==> config.mk <==
export PLATFORM = sky130hd
export DESIGN_NAME = bitty_fetch
export DESIGN_NICKNAME = d
export VERILOG_FILES = /design/src/rtl/bitty_pkg.sv /design/src/rtl/bitty_watchdog.sv /design/src/rtl/bitty_fetch.sv
export SDC_FILE = /design/constraint.sdc
export NUM_CORES = 1
export LEC_CHECK = 0
export CELL_PAD_IN_SITES_DETAIL_PLACEMENT = 1
export CELL_PAD_IN_SITES_GLOBAL_PLACEMENT = 1
export CORE_UTILIZATION = 38
export DETAILED_ROUTE_END_ITERATION = 6
export PLACE_DENSITY_LB_ADDON = 0.1
export SYNTH_ARGS = -nofsm -noshare
export SYNTH_HDL_FRONTEND = slang
export SYNTH_HIERARCHICAL = 1
export SYNTH_SLANG_ARGS = --single-unit
==> constraint.sdc <==
create_clock -name clk -period 3.5 [get_ports clk]
set_clock_uncertainty 0.15 [all_clocks]
set_input_delay 0.7 -clock clk [delete_from_list [all_inputs] [get_ports clk]]
set_output_delay 0.7 -clock clk [all_outputs]
set_load 0.02 [all_outputs]
==> src/rtl/bitty_pkg.sv <==
// Shared types and constants for the bitty instruction fetch unit.
package bitty_pkg;

    localparam int unsigned InstrW = 16;

    // Reserved opcode that stops the program instead of being issued.
    localparam logic [InstrW-1:0] HaltOpcode = 16'hFFFF;

    typedef enum logic [2:0] {
        StIdle,
        StFetch,
        StMemWait,
        StIssue,
        StExec,
        StHalted
    } state_e;

    // The unit counts as busy whenever a program is in flight.
    function automatic logic is_busy(input state_e s);
        return (s != StIdle) && (s != StHalted);
    endfunction

endpackage

==> src/rtl/bitty_watchdog.sv <==
// Saturating wait counter that flags when the programmed limit is reached.
module bitty_watchdog #(
    parameter int unsigned W = 8
) (
    input  logic         clk,
    input  logic         reset,
    input  logic         i_clear,
    input  logic         i_enable,
    input  logic [W-1:0] i_limit,
    output logic         o_expired
);

    logic [W-1:0] r_count;
    logic [W:0]   w_count_inc;

    // Count enabled cycles since the last clear, holding at all-ones.
    always_ff @(posedge clk or posedge reset) begin
        if (reset) begin
            r_count <= '0;
        end else if (i_clear) begin
            r_count <= '0;
        end else if (i_enable && (r_count != '1)) begin
            r_count <= r_count + 1'b1;
        end
    end

    // Expired means the current waiting cycle is the limit-th one since the clear.
    // Kept independent of i_enable so the caller can gate on it without a loop.
    always_comb begin
        w_count_inc = {1'b0, r_count} + {{W{1'b0}}, 1'b1};
        o_expired   = w_count_inc >= {1'b0, i_limit};
    end

endmodule

==> src/rtl/bitty_fetch.sv <==
// Instruction fetch/issue sequencer for the bitty core.
module bitty_fetch
    import bitty_pkg::*;
#(
    parameter int unsigned ADDR_W    = 8,
    parameter int unsigned LAST_ADDR = 2 ** ADDR_W - 1,
    parameter int unsigned TIMEOUT   = 64
) (
    input  logic              clk,
    input  logic              reset,
    input  logic              start,
    output logic              mem_en,
    output logic [ADDR_W-1:0] mem_addr,
    input  logic [InstrW-1:0] mem_rdata,
    output logic [InstrW-1:0] d_instr,
    output logic              run,
    input  logic              done,
    output logic [ADDR_W-1:0] pc,
    output logic              busy,
    output logic              halted,
    output logic              timeout_err,
    output logic [15:0]       icount
);

    localparam int unsigned CntW = (TIMEOUT < 2) ? 1 : $clog2(TIMEOUT + 1);
    localparam logic [ADDR_W-1:0] LastPc = ADDR_W'(LAST_ADDR);
    // The run cycle is the first cycle of the timeout window, so EXEC itself
    // only waits TIMEOUT-1 cycles before giving up.
    localparam logic [CntW-1:0] WdLimit = CntW'(TIMEOUT - 1);

    state_e              r_state, w_state;
    logic                r_mem_en, w_mem_en;
    logic [ADDR_W-1:0]   r_mem_addr, w_mem_addr;
    logic [InstrW-1:0]   r_d_instr, w_d_instr;
    logic                r_run, w_run;
    logic [ADDR_W-1:0]   r_pc, w_pc;
    logic                r_busy, w_busy;
    logic                r_halted, w_halted;
    logic                r_timeout_err, w_timeout_err;
    logic [15:0]         r_icount, w_icount;
    logic                w_wd_clear, w_wd_en, w_wd_expired;

    bitty_watchdog #(
        .W (CntW)
    ) u_watchdog (
        .clk       (clk),
        .reset     (reset),
        .i_clear   (w_wd_clear),
        .i_enable  (w_wd_en),
        .i_limit   (WdLimit),
        .o_expired (w_wd_expired)
    );

    // State and every output are registered; reset forces IDLE at once.
    always_ff @(posedge clk or posedge reset) begin
        if (reset) begin
            r_state       <= StIdle;
            r_mem_en      <= 1'b0;
            r_mem_addr    <= '0;
            r_d_instr     <= '0;
            r_run         <= 1'b0;
            r_pc          <= '0;
            r_busy        <= 1'b0;
            r_halted      <= 1'b0;
            r_timeout_err <= 1'b0;
            r_icount      <= '0;
        end else begin
            r_state       <= w_state;
            r_mem_en      <= w_mem_en;
            r_mem_addr    <= w_mem_addr;
            r_d_instr     <= w_d_instr;
            r_run         <= w_run;
            r_pc          <= w_pc;
            r_busy        <= w_busy;
            r_halted      <= w_halted;
            r_timeout_err <= w_timeout_err;
            r_icount      <= w_icount;
        end
    end

    // Next-state logic; outputs are computed for the state being entered.
    always_comb begin
        w_state       = r_state;
        w_mem_en      = 1'b0;
        w_mem_addr    = r_mem_addr;
        w_d_instr     = r_d_instr;
        w_run         = 1'b0;
        w_pc          = r_pc;
        w_halted      = r_halted;
        w_timeout_err = r_timeout_err;
        w_icount      = r_icount;
        w_wd_clear    = 1'b0;
        w_wd_en       = 1'b0;

        unique case (r_state)
            StIdle: begin
                if (start) begin
                    w_state       = StFetch;
                    w_pc          = '0;
                    w_icount      = '0;
                    w_timeout_err = 1'b0;
                    w_mem_en      = 1'b1;
                    w_mem_addr    = '0;
                end
            end
            StFetch: begin
                w_state = StMemWait;
            end
            StMemWait: begin
                w_d_instr = mem_rdata;
                if (mem_rdata == HaltOpcode) begin
                    w_state  = StHalted;
                    w_halted = 1'b1;
                end else begin
                    w_state = StIssue;
                    w_run   = 1'b1;
                end
            end
            StIssue: begin
                w_wd_clear = 1'b1;
                w_state    = StExec;
            end
            StExec: begin
                if (done) begin
                    w_icount = (r_icount == 16'hFFFF) ? r_icount : r_icount + 16'd1;
                    if (r_pc == LastPc) begin
                        w_state  = StHalted;
                        w_halted = 1'b1;
                    end else begin
                        w_pc       = r_pc + 1'b1;
                        w_mem_addr = r_pc + 1'b1;
                        w_mem_en   = 1'b1;
                        w_state    = StFetch;
                    end
                end else begin
                    w_wd_en = 1'b1;
                    if (w_wd_expired) begin
                        w_timeout_err = 1'b1;
                        w_state       = StHalted;
                        w_halted      = 1'b1;
                    end
                end
            end
            StHalted: begin
                // Holding start high must not restart; a low level re-arms.
                if (!start) begin
                    w_state  = StIdle;
                    w_halted = 1'b0;
                end
            end
            default: begin
                w_state = StIdle;
            end
        endcase

        w_busy = is_busy(w_state);
    end

    assign mem_en      = r_mem_en;
    assign mem_addr    = r_mem_addr;
    assign d_instr     = r_d_instr;
    assign run         = r_run;
    assign pc          = r_pc;
    assign busy        = r_busy;
    assign halted      = r_halted;
    assign timeout_err = r_timeout_err;
    assign icount      = r_icount;

endmodule

==> impl_metrics.env <==
export IMPL_outcome="completed"
export IMPL_cts_resized=0
export IMPL_slew_headroom=0.4587
export IMPL_crit_path_end_kind="flip-flop"
export IMPL_worst_ep_arrival_time_ps=2930
export IMPL_initial_core_util=0.3976
export IMPL_drt_vias_per_instance=5.609
export IMPL_tns_ps=0
export IMPL_hold_worst_slack_ps=364.4
export IMPL_syn_area_mm2=0.003104
export IMPL_path_clk_slew_ps=90
export IMPL_cp_start_kind="flip-flop"
export IMPL_yosysTopAreaCell="dfrtp_1"
export IMPL_post_cts_setup_buffer_count=0
export IMPL_clock_sinks=55
export IMPL_num_rows=32
export IMPL_grt_ovfl_total=0
export IMPL_p_leak_nw=1.651
export IMPL_postLayoutCoreUtil=0.5035
export IMPL_port_buffers=72
export IMPL_drt_total_wl_um=7753
export IMPL_synth_cells=305
export IMPL_rsz0062_at_grt="false"
export IMPL_dieArea_mm2=0.008534
export IMPL_stdcell_count=473
export IMPL_gr_max_usage_layer="met2"
export IMPL_ys_types=60
export IMPL_power_density_mw_per_mm2=560.7
export IMPL_cts_root_buffer="clkbuf_8"
export IMPL_grt_util_met3=0.06240
export IMPL_coreArea_mm2=0.007807
export IMPL_first_pass_iters=4
export IMPL_antenna_found_initial=0
export IMPL_die_w_um=92.38
export IMPL_clock_latency_ps=310
export IMPL_drt_initial_drc_count=94
export IMPL_synth_area_leaders="dfrtp_1 44%, mux2_2 6.2%, ha_1 4.0%"
export IMPL_fin_area_mm2=0.003931
export IMPL_antenna_left=0
export IMPL_grt_pass1_vias=2687
export IMPL_clockBufferDepth=2
export IMPL_dp_hpwl_um=5816
export IMPL_crit_type="flip-flop to flip-flop"
export IMPL_grt_max_degree=28
export IMPL_place_gp_congestion=0.8111
export IMPL_synth_flop_cell="dfrtp_1"
export IMPL_area_growth_pct=26.64
export IMPL_grt_util_met1=0.2439
export IMPL_synth_warnings=6
export IMPL_io_pins=73
export IMPL_h_tree_depth=2
export IMPL_cts_buffers_inserted=5
export IMPL_diodes=0
export IMPL_wire_per_inst_um=16.39
export IMPL_reg2reg_slack_ps=610
export IMPL_clock_fmax_mhz=346.3
export IMPL_cts_tree="yes"
export IMPL_dpl_cell_count=465
export IMPL_grt_use_total=0.1918
export IMPL_synth_most_common_cell="dfrtp_1"
export IMPL_setup_viol=0
export IMPL_period_share=0.8251
export IMPL_grt_pass1_wl_um=13070
export IMPL_cap_viol_max_count=0
export IMPL_ys_top_cells_by_count="55 x dfrtp_1, 18 x a21oi_1, 17 x mux2_2"
export IMPL_cp_max_fo=5
export IMPL_fin_crit_ps=2888
export IMPL_hp_class="flip-flop to flip-flop"
export IMPL_peakVddDrop_uv=354.6
export IMPL_slew_viol_final=0
export IMPL_hold_buffers=0
export IMPL_worst_pin_slew_ps=812.0
export IMPL_synth_top_area_frac=0.4434
export IMPL_final_nets=400
export IMPL_yosysSeqAreaShare=0.4434
export IMPL_placed_area_mm2=0.003846
export IMPL_die_y_um=92.38
export IMPL_ys_ff_latch=55
export IMPL_async_reset_ff_frac=1.000
export IMPL_final_hold_viol_count=0
export IMPL_drive_gt1_frac=0.1051
export IMPL_vias=2653
export IMPL_synth_edf_count=0
export IMPL_synth_area_per_cell_um2=10.18
export IMPL_grt_util_met2=0.3148
export IMPL_required_ps=3540
export IMPL_drc_errors=0
[power by group]
group | switching [W] | internal (W) | total [W] | leakage, nW
clock network | 0.000208 | 0.000141 | 0.000349 | 0.0412
registers | 0.000129 | 0.000784 | 0.000914 | 0.722
logic | 0.000478 | 0.000463 | 0.000942 | 0.888
[cell families after synthesis]
logic type	Yosys count	share of synthesized area
compound gates	70	0.1536
xor+xnor	7	0.01975
flops	55	0.4434
fa+ha+maj	10	0.04031
mux	23	0.08303
buf+inv	37	0.06691
other cells	2	0.002419
simple gates	101	0.1907
[state kept, by name (all words and copies together), names as in the netlist]
signal	flops
busy	1
d_instr	16
halted	1
icount	16
mem_en	1
pc	8
r_state	3
run	1
timeout_err	1
u_watchdog/r_count	7
[cell usage in the layout, fill, tap and decap left out, drive strengths merged, types with 3 or more instances in the layout]
cell,Yosys,final
mux2i,4,4
inv,14,14
o21ai,13,13
and3,7,7
a31oi,3,3
and2,3,3
o22ai,3,3
nand2b,4,4
and4,3,3
nand4,15,15
clkbuf,5,6
buf,17,4
nand3,12,12
conb,2,7
or4,11,11
a311oi,3,3
clkdlybuf4s50,0,72
xor2,6,6
nor3,4,4
mux2,19,19
o31ai,9,9
or3,5,5
dfrtp,55,55
nor2,12,12
a21oi,18,18
ha,10,10
nand2,14,14
or2,4,4
[area by class of cell]
type,instances,area [um2]
sequential,55,1376
timing repair buffer,76,750.7
clock inverter,2,12.51
fill,905,3876
inverter,14,52.55
tap,102,127.6
multi-input combinational,218,1539
clock buffer,6,72.57
[per-layer routing]
metal | routed length, um | part of all wire
met1 | 3506 | 0.45
met2 | 3627 | 0.47
met3 | 527 | 0.068
met4 | 91 | 0.012
met5 | 0 | 0
[worst paths after layout]
path,start,end,cells after the start
worst min register to register,d_instr[5]$_DFFE_PP0P_,d_instr[5]$_DFFE_PP0P_,1
min in group asynchronous,reset,u_watchdog/r_count[2]$_DFFE_PP0P_,2
worst max register to register,u_watchdog/r_count[0]$_DFFE_PP0P_,busy$_DFF_PP0_,11
worst max-delay path,u_watchdog/r_count[0]$_DFFE_PP0P_,busy$_DFF_PP0_,11
worst min-delay path,d_instr[5]$_DFFE_PP0P_,d_instr[5]$_DFFE_PP0P_,1
max in group asynchronous,reset,icount[13]$_DFFE_PP0P_,3
[stage by stage]
step           setup WS, ps  total power [W]
4_1_cts               581.9         0.002234
2_1_floorplan         857.7         0.001482
5_1_grt               360.2         0.002343
3_3_place_gp          673.8         0.001853
3_5_place_dp          608.2         0.001875
6_report              612.0         0.002204
[critical path, cell delays in order (launching register included)]
cell and delay [ps]:
dfrtp_1 410, ha_1 240, and3_4 250, nand3_1 100, xnor2_1 160, ha_1 300
o2111ai_1 120, o211ai_1 270, o21bai_1 100, a211oi_1 280, o21ai_0 120, a211o_1 280
Note: power is estimated with default switching activity, not from simulation.
